**src/rtl/sa_pkg.sv**
```systemverilog
// rtl/sa_pkg.sv - weight-FSM state type and saturation limit helpers for the systolic PE
package sa_pkg;

  typedef enum logic [1:0] {
    W_EMPTY  = 2'd0,
    W_LOADED = 2'd1,
    W_ARMED  = 2'd2
  } w_state_t;

  // Limits are returned as 64-bit patterns; callers keep the low w bits.
  function automatic logic [63:0] sat_max(input int w);
    return (64'd1 << (w - 1)) - 64'd1;
  endfunction

  function automatic logic [63:0] sat_min(input int w);
    return ~sat_max(w);
  endfunction

endpackage

```
**src/rtl/sa_pe_mac_if.sv**
```systemverilog
// rtl/sa_pe_mac_if.sv - activation/psum/weight bundle between a PE and its neighbours
interface sa_pe_mac_if #(
  parameter int MUL_DATAWIDTH = 8,
  parameter int ADD_DATAWIDTH = 32
);

  logic signed [MUL_DATAWIDTH-1:0] i_act;
  logic                            i_act_valid;
  logic signed [ADD_DATAWIDTH-1:0] i_psum;
  logic                            i_psum_valid;
  logic signed [MUL_DATAWIDTH-1:0] i_weight;
  logic                            i_w_load;
  logic                            i_w_swap;
  logic                            i_clr_ovf;
  logic signed [MUL_DATAWIDTH-1:0] o_act;
  logic                            o_act_valid;
  logic signed [ADD_DATAWIDTH-1:0] o_psum;
  logic                            o_psum_valid;
  logic                            o_ovf;

  modport master (
    output i_act, i_act_valid, i_psum, i_psum_valid,
    output i_weight, i_w_load, i_w_swap, i_clr_ovf,
    input  o_act, o_act_valid, o_psum, o_psum_valid, o_ovf
  );

  modport slave (
    input  i_act, i_act_valid, i_psum, i_psum_valid,
    input  i_weight, i_w_load, i_w_swap, i_clr_ovf,
    output o_act, o_act_valid, o_psum, o_psum_valid, o_ovf
  );

endinterface

```
**src/rtl/sa_sat.sv**
```systemverilog
// rtl/sa_sat.sv - (W+1)-to-W narrowing with overflow flag; clamps when SA_PE_SAT_EN is defined, wraps otherwise
module sa_sat
  import sa_pkg::*;
#(
  parameter int W = 16
) (
  input  logic [W:0]   din,
  output logic [W-1:0] dout,
  output logic         ovf
);

  // The extra top bit disagrees with the next one exactly when the sum left the W-bit range.
  assign ovf = din[W] ^ din[W-1];

`ifdef SA_PE_SAT_EN
  localparam logic [W-1:0] MAXV = W'(sat_max(W));
  localparam logic [W-1:0] MINV = W'(sat_min(W));

  always_comb begin
    dout = din[W-1:0];
    if (ovf) begin
      dout = din[W] ? MINV : MAXV;
    end
  end
`else
  assign dout = din[W-1:0];
`endif

endmodule

```
**src/rtl/sa_pe_mac.sv**
```systemverilog
// rtl/sa_pe_mac.sv - systolic-array PE: activation pass-through, double-buffered weight, 2-stage MAC
module sa_pe_mac
  import sa_pkg::*;
#(
  parameter int MUL_DATAWIDTH = 8,
  parameter int ADD_DATAWIDTH = 32
) (
  input  logic    i_clk,
  input  logic    i_rst,
  sa_pe_mac_if.slave bus
);

  localparam int PW = 2 * MUL_DATAWIDTH;

  generate
    if (ADD_DATAWIDTH < PW) begin : g_width_chk
      $error("sa_pe_mac: ADD_DATAWIDTH must be >= 2*MUL_DATAWIDTH");
    end
  endgenerate

  w_state_t state_q, state_d;
  logic signed [MUL_DATAWIDTH-1:0] w_shadow, w_active;
  logic do_swap;

  logic signed [PW-1:0]            prod_d, prod_q;
  logic signed [ADD_DATAWIDTH-1:0] psum_q;
  logic                            v1_q;
  logic        [ADD_DATAWIDTH:0]   sum;
  logic        [ADD_DATAWIDTH-1:0] sat_psum;
  logic                            sum_ovf;

  // A swap needs a valid shadow, unless the new weight is arriving on the same edge.
  assign do_swap = bus.i_w_swap & (bus.i_w_load | (state_q != W_EMPTY));

  always_comb begin
    state_d = state_q;
    if (do_swap) begin
      state_d = W_ARMED;
    end else if (bus.i_w_load && state_q == W_EMPTY) begin
      state_d = W_LOADED;
    end
  end

  always_ff @(posedge i_clk or posedge i_rst) begin
    if (i_rst) begin
      state_q  <= W_EMPTY;
      w_shadow <= '0;
      w_active <= '0;
    end else begin
      state_q <= state_d;
      if (bus.i_w_load) begin
        w_shadow <= bus.i_weight;
      end
      if (do_swap) begin
        w_active <= bus.i_w_load ? bus.i_weight : w_shadow;
      end
    end
  end

  assign prod_d = PW'(bus.i_act) * PW'(w_active);

  // Stage 1 samples the pre-edge active weight, so a swap on this edge only affects later operands.
  always_ff @(posedge i_clk or posedge i_rst) begin
    if (i_rst) begin
      bus.o_act       <= '0;
      bus.o_act_valid <= 1'b0;
      prod_q          <= '0;
      psum_q          <= '0;
      v1_q            <= 1'b0;
    end else begin
      bus.o_act       <= bus.i_act;
      bus.o_act_valid <= bus.i_act_valid;
      prod_q          <= prod_d;
      psum_q          <= bus.i_psum;
      v1_q            <= bus.i_act_valid & bus.i_psum_valid & (state_q == W_ARMED);
    end
  end

  assign sum = {{(ADD_DATAWIDTH + 1 - PW){prod_q[PW-1]}}, prod_q}
             + {psum_q[ADD_DATAWIDTH-1], psum_q};

  sa_sat #(.W(ADD_DATAWIDTH)) u_sat (
    .din  (sum),
    .dout (sat_psum),
    .ovf  (sum_ovf)
  );

  always_ff @(posedge i_clk or posedge i_rst) begin
    if (i_rst) begin
      bus.o_psum       <= '0;
      bus.o_psum_valid <= 1'b0;
      bus.o_ovf        <= 1'b0;
    end else begin
      if (v1_q) begin
        bus.o_psum <= sat_psum;
      end
      bus.o_psum_valid <= v1_q;
      bus.o_ovf        <= (bus.o_ovf & ~bus.i_clr_ovf) | (v1_q & sum_ovf);
    end
  end

endmodule
```
**src/flat_wrapper.sv**
```systemverilog
// flat-port wrapper written by rule: the top's interface ports become plain ports
module sa_pe_mac_flat import sa_pkg::*;
#(
  parameter int MUL_DATAWIDTH = 8,
  parameter int ADD_DATAWIDTH = 32
)
  (i_clk, i_rst, bus_i_act, bus_i_act_valid, bus_i_psum, bus_i_psum_valid, bus_i_weight, bus_i_w_load, bus_i_w_swap, bus_i_clr_ovf, bus_o_act, bus_o_act_valid, bus_o_psum, bus_o_psum_valid, bus_o_ovf);
  sa_pe_mac_if #(.MUL_DATAWIDTH(MUL_DATAWIDTH), .ADD_DATAWIDTH(ADD_DATAWIDTH)) bus_i ();
  input  logic i_clk;
  input  logic i_rst;
  input wire logic [$bits(bus_i.i_act)-1:0] bus_i_act;
  input wire logic [$bits(bus_i.i_act_valid)-1:0] bus_i_act_valid;
  input wire logic [$bits(bus_i.i_psum)-1:0] bus_i_psum;
  input wire logic [$bits(bus_i.i_psum_valid)-1:0] bus_i_psum_valid;
  input wire logic [$bits(bus_i.i_weight)-1:0] bus_i_weight;
  input wire logic [$bits(bus_i.i_w_load)-1:0] bus_i_w_load;
  input wire logic [$bits(bus_i.i_w_swap)-1:0] bus_i_w_swap;
  input wire logic [$bits(bus_i.i_clr_ovf)-1:0] bus_i_clr_ovf;
  output wire logic [$bits(bus_i.o_act)-1:0] bus_o_act;
  output wire logic [$bits(bus_i.o_act_valid)-1:0] bus_o_act_valid;
  output wire logic [$bits(bus_i.o_psum)-1:0] bus_o_psum;
  output wire logic [$bits(bus_i.o_psum_valid)-1:0] bus_o_psum_valid;
  output wire logic [$bits(bus_i.o_ovf)-1:0] bus_o_ovf;
  assign bus_i.i_act = bus_i_act;
  assign bus_i.i_act_valid = bus_i_act_valid;
  assign bus_i.i_psum = bus_i_psum;
  assign bus_i.i_psum_valid = bus_i_psum_valid;
  assign bus_i.i_weight = bus_i_weight;
  assign bus_i.i_w_load = bus_i_w_load;
  assign bus_i.i_w_swap = bus_i_w_swap;
  assign bus_i.i_clr_ovf = bus_i_clr_ovf;
  assign bus_o_act = bus_i.o_act;
  assign bus_o_act_valid = bus_i.o_act_valid;
  assign bus_o_psum = bus_i.o_psum;
  assign bus_o_psum_valid = bus_i.o_psum_valid;
  assign bus_o_ovf = bus_i.o_ovf;
  sa_pe_mac #(.MUL_DATAWIDTH(MUL_DATAWIDTH), .ADD_DATAWIDTH(ADD_DATAWIDTH)) u_core (.i_clk(i_clk), .i_rst(i_rst), .bus(bus_i));
endmodule
```
**config.mk**
```make
export PLATFORM = sky130hd
export DESIGN_NAME = sa_pe_mac_flat
export DESIGN_NICKNAME = d
export VERILOG_FILES = /design/src/rtl/sa_pkg.sv /design/src/rtl/sa_pe_mac_if.sv /design/src/rtl/sa_sat.sv /design/src/rtl/sa_pe_mac.sv /design/src/flat_wrapper.sv
export SDC_FILE = /design/constraint.sdc
export NUM_CORES = 1
export LEC_CHECK = 0
export BUFFER_PORTS_ARGS = -buffer_cell sky130_fd_sc_hd__buf_2
export CAP_MARGIN = 5
export CORE_UTILIZATION = 59
export DETAILED_ROUTE_END_ITERATION = 10
export PLACE_DENSITY = 0.92
export SETUP_SLACK_MARGIN = 0.05
export SLEW_MARGIN = 10
export SYNTH_ARGS = -nofsm -noshare
export SYNTH_HDL_FRONTEND = slang
export SYNTH_SLANG_ARGS = --single-unit
```
**constraint.sdc**
```tcl
create_clock -name i_clk -period 5.03 [get_ports i_clk]
set_input_delay 1.006 -clock i_clk [delete_from_list [all_inputs] [get_ports i_clk]]
set_output_delay 1.006 -clock i_clk [all_outputs]
set_load 0.02 [all_outputs]
```
==> metrics.csv <==
stage,metric,value,unit
floorplanning,die width,115,um
setup_path,Critical Path Max Stage Delay,0.44,ns
routing,Initial DRC Count,425,
routing,final WL,16700,um
clock_network,Post-CTS Hold Buffers,0,
floorplanning,Rows,40,
global_routing,grt ovf,0,
clock_network,H-tree level count,3,
timing,Final Max Slew Viols,0,
routing,wire per inst,16.7,um
place,Post-DP HPWL,12200,um
setup_path,Reg-to-Reg End,u_core.prod_q[14],
synthesis,cell count after synthesis,698,
layout,Layout area overhead,16.6,%
place,Placed Area,8380,um^2
routing,Post-DRT Antenna Nets,0,
layout,post-layout instance area,8740,um^2
timing,Fmax,0.206,GHz
synthesis,Post-Syn Area,7490,um^2
global_routing,largest net degree at the start of global routing,81,
clock_network,clk sink count,110,
global_routing,first-pass GRT wire length,27400,um
setup_path,Setup crit end kind,flip-flop,
power,NetSw,2.79,mW
floorplanning,Die Span Y,115,um
min_path,hold path startpoint,u_core.bus.o_psum[6],
timing,Worst slew margin,0.373,
setup_path,cell mode on critical path,fa_1,
routing,Via Count,5529,
clock_network,clk root buf,clkbuf_16,
power,VDD IR max,0.600,mV
floorplanning,starting density of the core,0.614,
synthesis,Synth Area in Compound Gates,0.0933,
synthesis,number of synthesized flops with an enable pin,0,
setup_path,crit start category,input pin,
synthesis,synth warn,0,
synthesis,area fraction of the dominant cell type after synthesis,0.367,
setup_path,crit path kind,in2reg,
clock_network,CTS tree,yes,
clock_network,clock-pin slew on the worst setup and hold paths,0.07,ns
global_routing,grt met2 use,0.470,
layout,share of layout cells above drive strength 1,0.241,
setup_path,CP Data Required Time,5.32,ns
setup_path,Critical Path AT,5.15,ns
synthesis,syn_area_per_cell,10.7,um^2
place,placed cell count,984,
clock_network,CTS Buffer Depth,2,
clock_network,clock latency on the worst-skew pair,0.35,ns
place,routability cong.,0.880,
power,sw frac,0.447,
layout,nets,1001,
setup_path,crit-path cells,buf_2 > buf_4 > and2_1 > fa_1 > inv_1 > fa_1 > inv_1 > ha_1 > inv_1 > fa_1 > buf_4 > fa_1 > nor2b_1 > o21ai_2 > a21boi_1 > o21ai_1 > a21boi_1 > o21ai_1 > nand2b_1 > buf_4 > nand3_1 > nand3b_1,
power,Reg power frac,0.209,
timing,Fin. Hold Viols,0,
synthesis,Simple-Gate Fraction of Synth Area,0.114,
layout,number of filler cells placed in the layout,850,
timing,Setup Viol. Count Final,0,
layout,highest-count cells in the layout ignoring fill and taps,"110 x dfrtp_1, 101 x inv_1, 97 x buf_2",
floorplanning,core area,12200,um^2
layout,diode count,0,
timing,PnR worst setup slack,0.164,ns
synthesis,adder-cell share of the synthesized area,0.251,
power,Tot Pwr,6.25,mW
power,clock share of power,0.116,
min_path,Hold WC Path Type,reg2reg,
synthesis,ys async rst share,1.00,
min_path,hold worst-path end,u_core.bus.o_psum[6],
synthesis,Yosys reg bits,110,
timing,Worst-Margin Slew,0.917,ns
synthesis,cell taking the most area after synthesis,dfrtp_1,
power,Comb pwr share,0.676,
synthesis,sequential fraction of the synthesis area,0.367,
run_status,run status,"finished, final reports clean",
timing,min Tclk post-route,4.87,ns
setup_path,critical path peak fanout,8,
global_routing,met3 GRT Util,0.0434,
power,Leak,4.33,nW
floorplanning,Top-Level Pins,98,
timing,period utilization,0.967,
place,pre-CTS setup slack,-0.356,ns
layout,post-route insts no fill,1002,
setup_path,CP max stage cell,fa_1,
setup_path,FF-to-FF Start,u_core.w_active[3],
synthesis,Syn Nets,870,
layout,"most common cell after layout, fill and taps aside",dfrtp_1,
synthesis,post-synthesis mux area share,0.0676,
synthesis,Post-synth top flop,dfrtp_1,
synthesis,ranking of synthesized cells by area,"dfrtp_1 37%, fa_1 15%, ha_1 10%",
synthesis,largest family of logic cells by synthesized area,adder cells,
clock_network,TritonCTS buffer count,9,
synthesis,Post-Synth XOR/XNOR Area,0.0514,
global_routing,GRT Overall Usage,0.270,
timing,WHS,0.485,ns
floorplanning,Total Die Area,13200,um^2
min_path,hold depth,1,
global_routing,busiest grt layer,met2,
power,PwrDens,715,nW/um^2
power,Internal,3.45,mW
global_routing,grt met1 use,0.343,
timing,final setup skew,0.0122,ns
routing,1st-pass router iterations,4,
routing,vias per cell,5.52,
synthesis,Synth cell types,48,
place,I/O Buffers,97,
routing,Post-route DRC,0,
setup_path,Worst R2R Path Depth,18,
global_routing,initial antenna violation count,0,
flow_run,max-cap violations,0,
global_routing,vias in the first global route,5852,
setup_path,FF-to-FF setup slack,0.37,ns
-- what timing repair did --
item	in CTS	in global routing
pin swaps	0	9
endpoints found under the setup margin	1	4
resized for setup	2	10
buffers inserted	0	2
-- per-stage QoR --
step | utilization | setup TNS, ns
2_1_floorplan | - | 0
3_3_place_gp | 0.686 | -0.255
3_5_place_dp | 0.686 | -0.963
4_1_cts | 0.711 | 0
5_1_grt | 0.715 | -0.0303
6_report | 0.715 | 0
-- power groups by stage --
| stage | Combinational [mW] | Sequential, mW | Clock (mW) |
|---|---|---|---|
| 6_report | 4.22 | 1.30 | 0.723 |
| 5_1_grt | 4.65 | 1.32 | 0.764 |
| 4_1_cts | 3.98 | 1.30 | 0.731 |
| 3_5_place_dp | 3.90 | 1.31 | 0 |
| 3_3_place_gp | 3.69 | 1.31 | 0 |
| 2_1_floorplan | 2.72 | 1.44 | 0 |
-- layout make-up --
type,instances,area [um^2],area share
Sequential cell,110,2750,0.315
Clock inverter,5,56.3,0.00644
Timing Repair Buffer,128,718,0.0822
Clock buffer,11,243,0.0278
Multi-Input combinational cell,478,4370,0.500
Inverter,102,385,0.0441
Tap cell,168,210,0.0241
-- worst max-delay path by stage --
stage / from / to / cells past startpoint
finish: bus_i_act[0] / u_core.prod_q[14] / 22
global route: bus_i_act[0] / u_core.prod_q[14] / 22
CTS: bus_i_act[0] / u_core.prod_q[14] / 18
detailed placement: bus_i_act[0] / u_core.prod_q[14] / 18
global placement: bus_i_act[0] / u_core.prod_q[14] / 18
floorplan: bus_i_act[0] / u_core.prod_q[14] / 17
-- kinds of logic (layout without fill, tap and decap cells) --
group,after synthesis,after routing
muxes,45,45
DFF,110,110
buffers and inverters,110,246
xor gates and xnor gates,44,44
and+or+nand+nor,167,167
adders and majority gates,117,117
AOI/OAI and AO/OA,105,105
-- Yosys cell counts, drive strengths merged, types with 2 or more instances --
cell type / n
nand4: 3
a211oi: 5
nand2: 39
a311oi: 2
inv: 102
o211ai: 2
clkbuf: 7
a21o: 18
nand2b: 7
nor3: 10
o21a: 5
o21ai: 18
and2: 48
nor4: 2
nor2b: 13
a2111oi: 2
and3: 2
o2111ai: 2
mux2: 45
xor2: 15
dfrtp: 110
fa: 56
xnor2: 29
ha: 61
nor2: 31
a21oi: 30
a21boi: 3
o21bai: 4
nand3: 8
a221oi: 2
a31oi: 3
or2: 2
-- state kept, by name (all words and copies together), names as in the netlist --
name	count
u_core.state_q	2
u_core.bus.o_act	8
u_core.bus.o_act_valid	1
u_core.v1_q	1
u_core.w_shadow	8
u_core.w_active	8
u_core.psum_q	32
u_core.bus.o_psum_valid	1
u_core.bus.o_ovf	1
u_core.prod_q	16
u_core.bus.o_psum	32
-- per-layer routing --
metal  part of all wire  up-vias
met1               0.41     2744
met4              0.028        0
met2               0.51      184
met3              0.048       43
met5                  0        -
li1                   -     2558
-- critical path: cells and delay by family --
kind	cells	cell delay, ns
buffers and inverters	7	0.83
AND/OR/NAND/NOR	5	0.64
adder cells (fa/ha/maj)	5	1.92
AO/OA/AOI/OAI	5	0.76
(Power assumes the default switching activity.)
